$ cat src/rtl/gcd_pkg.sv
// Shared types for the GCD fraction-reduction block: FSM states and the job bundle.
package gcd_pkg;

    localparam int DEF_WIDTH = 16;

    typedef enum logic [1:0] {
        IDLE,
        DIV,
        DONE
    } frac_state_t;

    // Job fields are sized at the default width; the top casts to/from its WIDTH.
    typedef struct packed {
        logic [DEF_WIDTH-1:0] num;
        logic [DEF_WIDTH-1:0] den;
        logic [DEF_WIDTH-1:0] gcd;
    } frac_job_t;

endpackage

$ cat src/rtl/gcd_seq_div.sv
// Sequential restoring divider: one quotient bit per clock, MSB first.
// Results hold after done until the next start.
module gcd_seq_div
    import gcd_pkg::*;
#(
    parameter int WIDTH = DEF_WIDTH
) (
    input  logic             clk,
    input  logic             rst,
    input  logic             start,
    input  logic [WIDTH-1:0] dividend,
    input  logic [WIDTH-1:0] divisor,
    output logic             busy,
    output logic             done,
    output logic [WIDTH-1:0] quotient,
    output logic [WIDTH:0]   remainder
);

    localparam int CNT_W = $clog2(WIDTH);

    logic [CNT_W-1:0] bit_cnt;
    logic [WIDTH-1:0] dvsr;
    logic [WIDTH:0]   shifted;
    logic [WIDTH+1:0] trial;

    // The quotient register doubles as the dividend shifter: dividend bits leave
    // at the top while quotient bits enter at the bottom.
    always_comb begin
        shifted = {remainder[WIDTH-1:0], quotient[WIDTH-1]};
        trial   = {1'b0, shifted} - {2'b00, dvsr};
    end

    always_ff @(posedge clk or posedge rst) begin
        if (rst) begin
            busy      <= 1'b0;
            done      <= 1'b0;
            quotient  <= '0;
            remainder <= '0;
            dvsr      <= '0;
            bit_cnt   <= '0;
        end else if (start) begin
            busy      <= 1'b1;
            done      <= 1'b0;
            quotient  <= dividend;
            remainder <= '0;
            dvsr      <= divisor;
            bit_cnt   <= '0;
        end else if (busy) begin
            if (trial[WIDTH+1]) begin
                remainder <= shifted;
                quotient  <= {quotient[WIDTH-2:0], 1'b0};
            end else begin
                remainder <= trial[WIDTH:0];
                quotient  <= {quotient[WIDTH-2:0], 1'b1};
            end
            if (bit_cnt == CNT_W'(WIDTH - 1)) begin
                busy <= 1'b0;
                done <= 1'b1;
            end else begin
                bit_cnt <= bit_cnt + 1'b1;
            end
        end else begin
            done <= 1'b0;
        end
    end

endmodule

$ cat src/rtl/gcd_frac_reduce.sv
// Reduces num:den by a supplied GCD using two parallel sequential dividers,
// with a one-cycle bypass for gcd==0 (error) and optionally gcd==1.
module gcd_frac_reduce
    import gcd_pkg::*;
#(
    parameter int WIDTH    = DEF_WIDTH,
    parameter bit BYPASS_1 = 1'b1
) (
    input  logic             clk,
    input  logic             rst,
    input  logic [WIDTH-1:0] num_i,
    input  logic [WIDTH-1:0] den_i,
    input  logic [WIDTH-1:0] gcd_i,
    input  logic             in_valid,
    output logic             in_ready,
    output logic [WIDTH-1:0] num_o,
    output logic [WIDTH-1:0] den_o,
    output logic             div_err,
    output logic             out_valid,
    input  logic             out_ready
);

    frac_state_t state, state_nxt;
    frac_job_t   job;

    logic             accept;
    logic             take_bypass;
    logic             div_start;
    logic             div_done;
    logic             num_busy, den_busy;
    logic             num_done, den_done;
    logic [WIDTH-1:0] num_quo, den_quo;
    logic [WIDTH:0]   num_rem, den_rem;

    always_comb begin
        in_ready    = (state == IDLE) && !num_busy && !den_busy;
        accept      = in_valid && in_ready;
        take_bypass = (gcd_i == '0) || (BYPASS_1 && (gcd_i == WIDTH'(1)));
        div_done    = num_done && den_done;
    end

    always_ff @(posedge clk or posedge rst) begin
        if (rst) begin
            state <= IDLE;
        end else begin
            state <= state_nxt;
        end
    end

    always_comb begin
        state_nxt = state;
        div_start = 1'b0;
        unique case (state)
            IDLE: begin
                if (accept) begin
                    if (take_bypass) begin
                        state_nxt = DONE;
                    end else begin
                        state_nxt = DIV;
                        div_start = 1'b1;
                    end
                end
            end
            DIV: begin
                if (div_done) begin
                    state_nxt = DONE;
                end
            end
            DONE: begin
                if (out_valid && out_ready) begin
                    state_nxt = IDLE;
                end
            end
            default: state_nxt = IDLE;
        endcase
    end

    always_ff @(posedge clk or posedge rst) begin
        if (rst) begin
            job <= '0;
        end else if (accept) begin
            job <= '{num: DEF_WIDTH'(num_i), den: DEF_WIDTH'(den_i), gcd: DEF_WIDTH'(gcd_i)};
        end
    end

    // A bypassed job reaches DONE with out_valid still low; it is presented from
    // the latched job one edge later. Divided jobs are presented on leaving DIV.
    always_ff @(posedge clk or posedge rst) begin
        if (rst) begin
            num_o     <= '0;
            den_o     <= '0;
            div_err   <= 1'b0;
            out_valid <= 1'b0;
        end else if ((state == DIV) && div_done) begin
            num_o     <= num_quo;
            den_o     <= den_quo;
            div_err   <= (|num_rem) || (|den_rem);
            out_valid <= 1'b1;
        end else if ((state == DONE) && !out_valid) begin
            num_o     <= WIDTH'(job.num);
            den_o     <= WIDTH'(job.den);
            div_err   <= (job.gcd == '0);
            out_valid <= 1'b1;
        end else if ((state == DONE) && out_ready) begin
            out_valid <= 1'b0;
        end
    end

    gcd_seq_div #(.WIDTH(WIDTH)) u_num_div (
        .clk       (clk),
        .rst       (rst),
        .start     (div_start),
        .dividend  (num_i),
        .divisor   (gcd_i),
        .busy      (num_busy),
        .done      (num_done),
        .quotient  (num_quo),
        .remainder (num_rem)
    );

    gcd_seq_div #(.WIDTH(WIDTH)) u_den_div (
        .clk       (clk),
        .rst       (rst),
        .start     (div_start),
        .dividend  (den_i),
        .divisor   (gcd_i),
        .busy      (den_busy),
        .done      (den_done),
        .quotient  (den_quo),
        .remainder (den_rem)
    );

endmodule

$ cat config.mk
export PLATFORM = sky130hd
export DESIGN_NAME = gcd_frac_reduce
export DESIGN_NICKNAME = d
export VERILOG_FILES = /design/src/rtl/gcd_pkg.sv /design/src/rtl/gcd_seq_div.sv /design/src/rtl/gcd_frac_reduce.sv
export SDC_FILE = /design/constraint.sdc
export NUM_CORES = 1
export LEC_CHECK = 0
export ABC_AREA = 1
export CORE_MARGIN = 3
export CORE_UTILIZATION = 40
export DETAILED_ROUTE_END_ITERATION = 10
export GPL_ROUTABILITY_DRIVEN = 0
export PLACE_DENSITY = 0.61
export SYNTH_ARGS = -nofsm -noshare
export SYNTH_HDL_FRONTEND = slang
export SYNTH_SLANG_ARGS = --single-unit
$ cat constraint.sdc
create_clock -name clk -period 5.5 [get_ports clk]
set_input_delay 1.1 -clock clk [delete_from_list [all_inputs] [get_ports clk]]
set_output_delay 1.1 -clock clk [all_outputs]
set_load 0.01 [all_outputs]
==> results.ini <==
[status]
outcome = complete, no violations

[clock_tree]
clockBufferDepth = 2
tritoncts = yes
cts_made_buffers = 17
ctsHtreeMaxLevel = 4
cts_resized = 0
cts_root_buf = clkbuf_16
clock_latency_ns = 0.44
postCtsHoldBufs = 0
clk_pin_slew_worst_paths_ns = 0.08
cts.sink_count = 178
post_cts_buffers = 0

[setup_path]
startpoint = u_num_div.busy
critPathKind = reg -> reg
timing.rr.end = u_den_div.quotient[14]
r2r_start = u_num_div.busy
end_kind = flip-flop
crit_path_max_fanout = 64
cp.required_ns = 5.84
crit_path_end = u_den_div.quotient[14]
rrSetupSlack_ns = 2.18
reg2reg_depth = 8
cp.arrival_ns = 3.67
crit_path_start_kind = flip-flop

[floorplanning]
die_h_um = 164
start_util_pct = 40.9
rows = 57
dieArea_mm2 = 0.0269
coreArea_mm2 = 0.0244
die-width_um = 164
pin_count = 87

[sta]
setup_violations = 0
rsz0062_at_grt = false
timing.slew.headroom_pct = 25.4
tns_ns = 0
tightestPinTransition_ns = 1.12
finalCritPeriodShare_pct = 60.4
finalHoldViolations = 0
period_needed_ns = 3.32
fin_worst_skew_ns = 0.0174
drv_slew = 0
max_freq_mhz = 301

[layout]
areaGrowthSynthToFinish_pct = 17.7
final_nets = 1480
num_antenna_cells = 0
layout-drive-gt1-share_pct = 5.27
regArea_mm2 = 0.00445
fillers = 2451
fin_area_mm2 = 0.0117
multiInputGateArea_mm2 = 0.00452

[job]
cap_violations = 0

[placed_design]
dp_hpwl_um = 19200
dpl_cell_area_mm2 = 0.0111
placement.io_buffers = 86

[synth]
yosysWarnings = 0
yosysTopAreaCell = dfrtp_1
syn_inst = 1323
yosysSeqAreaShare_pct = 44.6
synth_nets = 1411
synth_cell_type_count = 40
synth.top_cell.area_share_pct = 44.6
ys_async_sr_fraction_pct = 100
synth_most_common_cell = nand2_1
ys_top_cells_by_area = dfrtp_1 (45%), nand2_1 (15%), inv_1 (7.8%), o21ai_0 (5.2%), nand3_1 (5.0%)
synth-edff-count = 0
synth-seq-cells = 178
synth_common_cells = nand2_1 (394), inv_1 (208), dfrtp_1 (178)
synthFlopType = dfrtp_1
avgSynthCellArea_um2 = 7.54
synth_area_mm2 = 0.00998

[route]
drc = 0
wire_per_inst_um = 15.6
dr.pass1.iters = 6
vias = 8863
drt-initial-drc-count = 788
ant_nets = 0
via_per_inst = 5.13
routed_wl_um = 27000

[pwr]
ir_drop_uv = 183
leakage_nw = 5.88
power_density_mw_per_mm2 = 223

[global_routing]
track_usage_pct = 20.5
antenna_found_initial = 0
grt_first_pass_wirelength_um = 43800
grt_max_degree = 179
grt_pass1_vias = 8506
grt-ovfl-total = 0

[hold_path]
hold_path_class = reg -> reg

-- metrics by stage --
stage	utilization, %	setup WS, ns	power, mW	hold WS (ns)	cells
2_1_floorplan	-	2.12	1.36	0.449	1323
3_3_place_gp	45.6	1.84	1.41	0.467	1697
3_5_place_dp	45.6	1.80	1.41	0.467	1697
4_1_cts	48.2	2.20	2.65	0.486	1729
5_1_grt	48.2	1.86	2.71	0.510	1729
6_report	48.2	2.18	2.62	0.485	1729
-- critical path: stages (launching register included) --
cell      delay (ns)
dfrtp_1         0.99
nor3_4          0.14
nand2_4         0.40
clkinv_4        0.48
nand2_4         0.38
nand2_2         0.36
inv_2           0.30
nand2_1         0.07
o211ai_1        0.08
-- power breakdown --
group          internal, mW  total [mW]  switching, mW  leakage, nW
combinational        0.0350      0.0759         0.0409         3.60
sequential             1.31        1.31              0         1.98
clock                 0.632        1.24          0.608        0.300
-- logic make-up after synthesis --
group	Yosys count	synth area share, %
AOI/OAI and AO/OA	199	11.6
xor gates and xnor gates	18	1.58
adders and majority gates	36	4.66
buffers and inverters	258	10.2
DFF	178	44.6
and+or+nand+nor	634	27.3
-- flip-flops by register name, summed over array words and instances (netlist names), 2 cells and up --
signal / cells
job: 48
u_den_div.remainder: 17
u_num_div.remainder: 17
den_o: 16
num_o: 16
u_den_div.quotient: 16
u_num_div.dvsr: 16
u_num_div.quotient: 16
u_den_div.bit_cnt: 4
u_num_div.bit_cnt: 4
state: 2
-- routing by layer --
layer  track usage [%]  wire length, µm  up-vias
met5                 0                0        -
met4              6.15              579        0
met3              2.93             1220       40
met2              32.6            12500      214
met1              29.2            12700     4231
li1                  -                -     4378
-- how the worst min path moves through the flow --
stage	from	to	slack (ns)	cells after the start
after CTS	job[1]	job[1]	0.49	2
after detailed placement	job[1]	job[1]	0.47	2
after global placement	job[1]	job[1]	0.47	2
after global routing	job[42]	job[42]	0.51	2
final	num_o[12]	num_o[12]	0.49	2
after floorplan	job[16]	job[16]	0.45	2
-- cell usage in the layout (no fill, tap or decap), types with 2 or more instances in the layout --
cell	n
nand2_1	394
inv_1	207
dfrtp_1	178
o21ai_0	103
nand3_1	99
clkdlybuf4s50_1	86
nor2_1	75
a21oi_1	51
ha_1	34
o221ai_1	28
nand4_1	26
clkbuf_16	17
xor2_1	9
xnor2_1	9
nand2_2	9
buf_4	7
nor4_1	6
clkinv_8	6
nor3_1	5
o21bai_1	4
and2_1	4
o211ai_1	4
inv_2	4
nor2_2	4
inv_6	4
nor3_4	3
nand2_4	3
a21oi_2	2
clkinv_4	2
a21oi_4	2
o21ai_1	2
nand3b_1	2
fa_1	2
inv_8	2
-- area by class of cell --
type                       instances  area share, %
clock inverter                    14           1.53
timing repair buffer              94           7.95
inverter                         214           6.93
tap                              324           3.45
multi-input combinational        887           38.5
clock buffer                      18           3.74
sequential                       178           37.9
Note: power is estimated with default switching activity, not from simulation.
